## src/rtl/approx_mul_row_sequencer.sv

```systemverilog
// Multi-cycle controller for the 8x8 approximate half-adder-array multiplier:
// registers operands, captures the four row vectors, then accumulates them serially.
module approx_mul_row_sequencer #(
  parameter logic [3:0] ROW_MASK    = 4'b1111,
  parameter bit         ZERO_BYPASS = 1'b1,
  parameter int         CNT_W       = 16
) (
  input  logic             clk,
  input  logic             rst,
  input  logic             in_valid,
  output logic             in_ready,
  input  logic [7:0]       in_x,
  input  logic [7:0]       in_y,
  output logic [7:0]       mul_x,
  output logic [7:0]       mul_y,
  input  logic [6:0]       row0_b,
  input  logic [6:0]       row1_b,
  input  logic [6:0]       row2_b,
  input  logic [6:0]       row3_b,
  input  logic [8:0]       row0_t,
  input  logic [8:0]       row1_t,
  input  logic [8:0]       row2_t,
  input  logic [8:0]       row3_t,
  output logic             out_valid,
  input  logic             out_ready,
  output logic [15:0]      product,
  output logic             busy,
  output logic [CNT_W-1:0] op_count,
  output logic [1:0]       dbg_state
);

  // Handshakes: a transfer happens on a rising edge where valid and ready are
  // both 1; valid never drops and its payload never changes until that edge.

  typedef enum logic [1:0] {IDLE, CAPT, ACC, DONE} state_t;

  state_t      state;
  state_t      state_nxt;
  logic [1:0]  idx;
  logic [15:0] acc;
  logic [15:0] term;
  logic [9:0]  rv [4];
  logic [9:0]  rv_in [4];
  logic        zero_op;

  // Row value: sum vector plus carry vector weighted by 4.
  assign rv_in[0] = 10'(row0_t) + {1'b0, row0_b, 2'b00};
  assign rv_in[1] = 10'(row1_t) + {1'b0, row1_b, 2'b00};
  assign rv_in[2] = 10'(row2_t) + {1'b0, row2_b, 2'b00};
  assign rv_in[3] = 10'(row3_t) + {1'b0, row3_b, 2'b00};

  assign zero_op   = (in_x == 8'd0) || (in_y == 8'd0);
  assign term      = ROW_MASK[idx] ? (16'(rv[idx]) << {idx, 1'b0}) : 16'd0;
  assign product   = acc;
  assign busy      = (state != IDLE);
  assign dbg_state = state;

  always_comb begin
    state_nxt = state;
    in_ready  = 1'b0;
    out_valid = 1'b0;
    case (state)
      IDLE: begin
        in_ready = 1'b1;
        if (in_valid) state_nxt = (ZERO_BYPASS && zero_op) ? DONE : CAPT;
      end
      CAPT: state_nxt = ACC;
      ACC:  if (idx == 2'd3) state_nxt = DONE;
      DONE: begin
        out_valid = 1'b1;
        if (out_ready) state_nxt = IDLE;
      end
      default: state_nxt = IDLE;
    endcase
  end

  always_ff @(posedge clk) begin
    if (rst) begin
      state    <= IDLE;
      mul_x    <= 8'd0;
      mul_y    <= 8'd0;
      acc      <= 16'd0;
      idx      <= 2'd0;
      op_count <= '0;
      for (int k = 0; k < 4; k++) rv[k] <= 10'd0;
    end else begin
      state <= state_nxt;
      case (state)
        IDLE: if (in_valid) begin
          mul_x <= in_x;
          mul_y <= in_y;
          acc   <= 16'd0;
        end
        CAPT: begin
          for (int k = 0; k < 4; k++) rv[k] <= rv_in[k];
          acc <= 16'd0;
          idx <= 2'd0;
        end
        ACC: begin
          acc <= acc + term;
          idx <= idx + 2'd1;
        end
        DONE: if (out_ready && (op_count != {CNT_W{1'b1}})) op_count <= op_count + 1'b1;
        default: ;
      endcase
    end
  end

endmodule
```

## config.mk

```make
export PLATFORM = sky130hd
export DESIGN_NAME = approx_mul_row_sequencer
export DESIGN_NICKNAME = d
export VERILOG_FILES = /design/src/rtl/approx_mul_row_sequencer.sv
export SDC_FILE = /design/constraint.sdc
export NUM_CORES = 1
export LEC_CHECK = 0
export BUFFER_PORTS_ARGS = -buffer_cell sky130_fd_sc_hd__buf_2
export CAP_MARGIN = 30
export CORE_UTILIZATION = 50
export CTS_CLUSTER_SIZE = 14
export DETAILED_ROUTE_END_ITERATION = 8
export HOLD_SLACK_MARGIN = 0.15
export PLACE_DENSITY = 0.75
export RECOVER_POWER = 25
export SYNTH_ARGS = -nofsm -noshare
export SYNTH_HDL_FRONTEND = slang
export SYNTH_SLANG_ARGS = --single-unit
```

## constraint.sdc

```tcl
create_clock -name clk -period 7.1 [get_ports clk]
set_input_delay 0.355 -clock clk [delete_from_list [all_inputs] [get_ports clk]]
set_output_delay 0.355 -clock clk [all_outputs]
set_load 0.02 [all_outputs]
```

==> results_dict.tcl, run 1 <==
set metrics [dict create \
    cp.required_ps 7330 \
    numClockSinks 94 \
    layout-drive-gt1-share 0.184 \
    placed_cell_area_um2 6520 \
    antenna_found_initial 0 \
    antenna_cells 0 \
    area_growth_syn_to_layout_pct 17.7 \
    yosys.area_share.simple 0.199 \
    synth_nets 738 \
    synth-edff-count 40 \
    worst-endpoint-arrival_ps 3690 \
    share_of_synthesized_cell_area_in_full_adder_half_adder_and_majority_cells 0.127 \
    total_leakage_power_uw 0.00284 \
    ir_drop_mv 0.194 \
    cts_tree "done" \
    final_nets 867 \
    globalRoute.totalOverflow 0 \
    asyncSetResetFlopFracSynth 0 \
    synth-seq-area-share 0.399 \
    ys_seq_elements 94 \
    setup.worst_path.end_class "register" \
    grt_util_met2 0.397 \
    numPortBuffers 136 \
    grt_pass1_wl_um 20300 \
    multi_input_gate_area_in_the_final_layout_um2 3280 \
    place.gp.congestion 0.862 \
    top_usage_layer "met2" \
    cts_htree_levels 3 \
    worstHoldPathType "input pin to register" \
    dp_hpwl_um 9860 \
    start_util 0.521 \
    groute.layer.met1.usage 0.265 \
    power_density_nw_per_um2 263 \
    floorplan.die_area_um2 11900 \
    ys_dominant_reg_cell "sky130_fd_sc_hd__dfxtp_1" \
    clk_transition_reported_paths_ps 70 \
    cts_setup_buffers 0 \
    largest_net_degree_at_the_start_of_global_routing 50 \
    hold_viol_final 0 \
    firstDrtPassIters 5 \
    cts.hold.buffers_added 0 \
    finalWirelength_um 12600 \
    slew-limit-headroom 0.428 \
    regArea_um2 2280 \
    avgSynthCellArea_um2 9.55 \
    worst_r2r_path_depth 11 \
    worst_hold_path.num_cells 3 \
    drc 0 \
    fin_worst_skew_ps 5.39 \
    grt_use_total 0.220 \
    floorplan.rows 38 \
    worst_slew_pin_slew_ps 858 \
    clock_latency_at_the_later_pin_of_the_worst_skew_pair_ps 340 \
    netlist-cell-type-count 51 \
    first_global_vias 4369 \
    post_cts.resized_instances 0 \
    grt_setup_unrepaired "no" \
    area_fraction_in_compound_gates_after_synthesis 0.134 \
    drtIter0Drc 260 \
    final.setup.tns_ps 0 \
    fmax_mhz 290 \
    post_synth_xor_area_fraction 0.0566 \
    max-cap-violations 0 \
    status "finished, final reports clean" \
    num_io_pins 137 \
    critical_path_class "register to register" \
    antenna_violating_nets_left 0 \
    floorplan.core_area_um2 11000 \
    combinational_family_with_the_most_area_after_synthesis "simple AND/OR/NAND/NOR gates" \
    avgViaCountPerCell 5.37 \
    groute.layer.met3.usage 0.0418 \
    synth.area.mux_share 0.0571 \
    finalCritPeriodShare 0.486 \
    numCtsBuffers 9 \
    post-route-min-period_ps 3450 \
    fp.dieW_um 109 \
    holdWs_ps 251 \
    finalSetupViolations 0 \
    finalCoreUtilization 0.613 \
    cp_max_fo 11 \
    num_vias 4687 \
    floorplan.die.height_um 109 \
    post_synth_inst_count 599 \
    slew_violations 0 \
    final_area_um2 6730 \
    startpoint_type "register" \
    filler_cell_count 934 \
    cts_max_path_buffers 2 \
    syn-cell-area_um2 5720 \
    wl_per_cell_um 14.4 \
    yosys_warnings 0 \
    buffer_cell_driving_the_clock_tree_root "sky130_fd_sc_hd__clkbuf_16" \
]
[layer usage]
metal  vias to the layer above  part of all wire
met5                         -                 0
met4                         0             0.014
met3                        17             0.056
met2                       146              0.50
met1                      2143              0.43
li1                       2381                 -
[through the flow]
step                      setup slack [ps]  cells  power (uW)
after floorplan                       4120    599        1160
after global placement                3750    856        1310
after detailed placement              3660    857        1340
after CTS                             3620    873        1790
after global routing                  3360    873        1880
final                                 3650    873        1770
[power by group]
part | switching [uW] | total [uW] | internal [uW]
registers | 57.2 | 741 | 684
clock network | 203 | 450 | 246
logic | 361 | 582 | 221
[registers in the layout, indices dropped and copies added, names as in the netlist, named ones only]
signal / flops
mul_y: 8
dbg_state: 2
idx: 2
product: 16
mul_x: 8
op_count: 16
rv: 40
[synthesized netlist by cell type (all sizes together), types with 2 or more instances]
cell type,number,area share
a32o,2,0.0035
or2,2,0.0022
nor2,63,0.041
dfxtp,54,0.19
fa,5,0.017
nand2b,12,0.013
xor2,18,0.028
nand2,68,0.045
clkbuf,16,0.010
nor2b,20,0.022
nand4,8,0.0098
nor4,4,0.0044
xnor2,19,0.029
nand3b,4,0.0052
ha,50,0.11
buf,4,0.0037
nand3,10,0.0087
mux2,3,0.0059
and2,16,0.017
nor3,15,0.017
a22o,6,0.0092
edfxtp,40,0.21
mux4,9,0.035
a21oi,56,0.051
mux2i,9,0.016
a211oi,2,0.0044
inv,21,0.014
a21o,12,0.017
o21a,5,0.0066
o211ai,8,0.012
o21ai,25,0.022
and3,5,0.0063
[cell usage in the layout, fill, tap and decap left out, types with 3 or more instances in the layout]
cell type                   count
sky130_fd_sc_hd__buf_2         90
sky130_fd_sc_hd__nand2_1       67
sky130_fd_sc_hd__nor2_1        63
sky130_fd_sc_hd__dfxtp_1       54
sky130_fd_sc_hd__a21oi_1       53
sky130_fd_sc_hd__ha_1          50
sky130_fd_sc_hd__clkbuf_1      47
sky130_fd_sc_hd__edfxtp_1      40
sky130_fd_sc_hd__o21ai_0       23
sky130_fd_sc_hd__inv_1         21
sky130_fd_sc_hd__nor2b_1       20
sky130_fd_sc_hd__xnor2_1       19
sky130_fd_sc_hd__xor2_1        18
sky130_fd_sc_hd__and2_1        16
sky130_fd_sc_hd__nor3_1        13
sky130_fd_sc_hd__nand2b_1      12
sky130_fd_sc_hd__a21o_1        11
sky130_fd_sc_hd__nand3_1       10
sky130_fd_sc_hd__mux4_2         9
sky130_fd_sc_hd__mux2i_1        9
sky130_fd_sc_hd__clkbuf_16      9
sky130_fd_sc_hd__nand4_1        7
sky130_fd_sc_hd__o211ai_1       6
sky130_fd_sc_hd__a22o_1         6
sky130_fd_sc_hd__o21a_1         5
sky130_fd_sc_hd__fa_1           5
sky130_fd_sc_hd__and3_1         4
sky130_fd_sc_hd__nand3b_1       4
sky130_fd_sc_hd__nor4_1         4
sky130_fd_sc_hd__mux2_2         3
sky130_fd_sc_hd__a21oi_2        3
[worst max-delay path, stage by stage, from the launching register on]
cell                       delay [ps]
sky130_fd_sc_hd__dfxtp_1          720
sky130_fd_sc_hd__mux4_2           600
sky130_fd_sc_hd__mux2_2           290
sky130_fd_sc_hd__nor2_1           100
sky130_fd_sc_hd__a21oi_1           70
sky130_fd_sc_hd__ha_1             380
sky130_fd_sc_hd__a21oi_2          210
sky130_fd_sc_hd__nand2_1           90
sky130_fd_sc_hd__o211ai_2         230
sky130_fd_sc_hd__a21oi_1          110
sky130_fd_sc_hd__or3_1            310
sky130_fd_sc_hd__a32o_1           240
[cells by family (layout without fill, tap and decap cells)]
group | count (synthesis) | count (layout)
and+or+nand+nor | 230 | 230
AOI/OAI and AO/OA | 121 | 121
DFF | 94 | 94
adders and majority gates | 55 | 55
buffers and inverters | 41 | 175
xor gates and xnor gates | 37 | 37
muxes | 21 | 21
[final cells by class]
type                       instances  area share
inverter                          21      0.0117
multi-input combinational        464       0.487
tap                              140      0.0260
clock inverter                     5     0.00483
timing repair buffer             138      0.0953
clock buffer                      11      0.0361
sequential                        94       0.339
[path summary, 6_finish.rpt]
kind | start | endpoint | slack, ps
setup / recovery | register | product[12]$_SDFFE_PP0P_ | 3650
hold / removal | in_x[1] | mul_x[1]$_SDFFE_PP0P_ | 250
setup reg to reg | register | product[12]$_SDFFE_PP0P_ | 3650
hold reg to reg | mul_x[6]$_SDFFE_PP0P_ | mul_x[6]$_SDFFE_PP0P_ | 450
Power figures use the tool's default switching activity.
==> run 2: changes to the inputs <==
--- a/config.mk
+++ b/config.mk
@@ -7,11 +7,11 @@
 export LEC_CHECK = 0
 export BUFFER_PORTS_ARGS = -buffer_cell sky130_fd_sc_hd__buf_2
 export CAP_MARGIN = 30
-export CORE_UTILIZATION = 50
+export CORE_UTILIZATION = 49
 export CTS_CLUSTER_SIZE = 14
 export DETAILED_ROUTE_END_ITERATION = 8
 export HOLD_SLACK_MARGIN = 0.15
-export PLACE_DENSITY = 0.75
+export PLACE_DENSITY = 0.77
 export RECOVER_POWER = 25
 export SYNTH_ARGS = -nofsm -noshare
 export SYNTH_HDL_FRONTEND = slang
==> constraint.sdc (replaced) <==
create_clock -name clk -period 2.8 [get_ports clk]
set_input_delay 0.14 -clock clk [delete_from_list [all_inputs] [get_ports clk]]
set_output_delay 0.14 -clock clk [all_outputs]
set_load 0.02 [all_outputs]
==> results_dict.tcl, run 2 (same netlist as run 1, synthesis figures left out) <==
set metrics [dict create \
    floorplan.rows 39 \
    start_util 0.501 \
    cpMaxStageDelayCell "sky130_fd_sc_hd__mux4_2" \
    firstDrtPassIters 5 \
    setup.worst_path.end_class "register" \
    drc 0 \
    worstHoldPathType "input pin to register" \
    layout-drive-gt1-share 0.252 \
    grt_setup_unrepaired "yes" \
    total_leakage_power_uw 0.00323 \
    worstPathCellList "buf_12 > mux4_2 > mux2i_2 > o21ai_1 > ha_1 > a21oi_2 > nand2_1 > o211ai_2 > a21oi_2 > or3_1 > a32o_1" \
    cts_tree "done" \
    startpoint_type "register" \
    largest_register_ffs 40 \
    clock_latency_at_the_later_pin_of_the_worst_skew_pair_ps 340 \
    post-route-worst-setup-slack_ps -254 \
    worst-endpoint-arrival_ps 3280 \
    hold_viol_final 0 \
    area_growth_syn_to_layout_pct 30.1 \
    cp.required_ps 3030 \
    antenna_violating_nets_left 0 \
    cts_max_path_buffers 2 \
    most_prevalent_standard_cell_on_the_critical_path "sky130_fd_sc_hd__a21oi_2" \
    buffer_cell_driving_the_clock_tree_root "sky130_fd_sc_hd__clkbuf_16" \
    clk_transition_reported_paths_ps 70 \
    status "finished with violations" \
    critical_path_class "register to register" \
    first_global_vias 5153 \
    avgViaCountPerCell 5.49 \
    power_density_nw_per_um2 636 \
    num_io_pins 137 \
    crit_path_max_delay_family "compound AO/OA/AOI/OAI gates" \
    slew-limit-headroom 0.504 \
    most-common-layout-cells "sky130_fd_sc_hd__buf_2, sky130_fd_sc_hd__nand2_1, sky130_fd_sc_hd__nor2_1" \
    totalPowerFinal_uw 4740 \
    finalWirelength_um 14400 \
    dp_hpwl_um 10600 \
    critical_path.n_buffers_inverters 1 \
    floorplan.core_area_um2 11400 \
    largest_net_degree_at_the_start_of_global_routing 45 \
    grt_pass1_wl_um 23400 \
    placed_cell_area_um2 6800 \
    antenna_cells 0 \
    finalSetupViolations 6 \
    wl_per_cell_um 15.2 \
    filler_cell_count 914 \
    mostFrequentLayoutCell "sky130_fd_sc_hd__buf_2" \
    fp.dieW_um 110 \
    antenna_found_initial 0 \
    fmax_mhz 327 \
    holdWs_ps 172 \
    fin_worst_skew_ps 8.43 \
    final_area_um2 7450 \
    drtIter0Drc 191 \
    registers.top_by_ff_count "rv" \
    numCtsBuffers 9 \
    max-cap-violations 0 \
    floorplan.die.height_um 110 \
    cpPeakStageDelay_ps 520 \
    failing_checks "negative setup slack" \
    finalCoreUtilization 0.652 \
    numPortBuffers 136 \
    place.gp.congestion 0.882 \
    grt_use_total 0.249 \
    numClockSinks 94 \
    worst_slew_pin_slew_ps 744 \
    finalCritPeriodShare 1.09 \
    final_nets 938 \
    slew_violations 0 \
    globalRoute.totalOverflow 0 \
    floorplan.die_area_um2 12100 \
    num_vias 5201 \
    ir_drop_mv 0.314 \
    cp_max_fo 6 \
    cts_htree_levels 3 \
    post-route-min-period_ps 3050 \
]
==> run 2: worst paths after layout <==
path / startpoint / endpoint / slack [ps] / cells after the start
max: register / product[12]$_SDFFE_PP0P_ / -250 / 11
min: out_ready / dbg_state[0]$_SDFFE_PP0P_ / 170 / 4
max reg2reg: register / product[12]$_SDFFE_PP0P_ / -250 / 11
min reg2reg: mul_y[5]$_SDFFE_PP0P_ / mul_y[5]$_SDFFE_PP0P_ / 460 / 2
==> run 2: repair_timing <==
| action | in CTS | in global routing |
|---|---|---|
| buffers inserted | 8 | 4 |
| hold endpoints to repair | 28 | 0 |
| gates resized for setup | 20 | 9 |
| hold buffers | 25 | 0 |
| endpoints found under the setup margin | 7 | 11 |
| pin swaps | 21 | 8 |
==> run 2: per-layer routing <==
layer	share of wire	track usage	vias to the layer above	routed length, um
li1	-	-	2526	-
met1	0.40	0.283	2464	5780
met2	0.52	0.448	159	7450
met3	0.040	0.0423	52	574
met4	0.039	0.130	0	567
met5	0	0	-	0
==> run 2: cell type report <==
class	count	area [um^2]	area share
inverter	21	78.8	0.0106
sequential	94	2290	0.307
clock inverter	5	30.0	0.00403
multi-input combinational	464	3380	0.453
clock buffer	11	233	0.0313
timing repair buffer	209	1260	0.170
tap	143	179	0.0240
==> run 2: tightest hold or removal path, stage by stage <==
cell                      delay [ps]
sky130_fd_sc_hd__buf_2            80
sky130_fd_sc_hd__nor2b_1          50
sky130_fd_sc_hd__nor3_1          130
sky130_fd_sc_hd__nor3_1           60
==> run 2: stage by stage <==
stage	setup TNS [ps]	setup WS (ps)	instances
floorplan	-168	-140	599
CTS	-678	-167	943
global placement	-623	-149	894
global route	-2530	-433	947
detailed placement	-1260	-275	894
finish	-954	-254	947
==> run 2: power breakdown <==
part	internal, uW	switching (uW)
Clock	598	504
Sequential	1730	129
Combinational	766	1010
Total	3100	1640
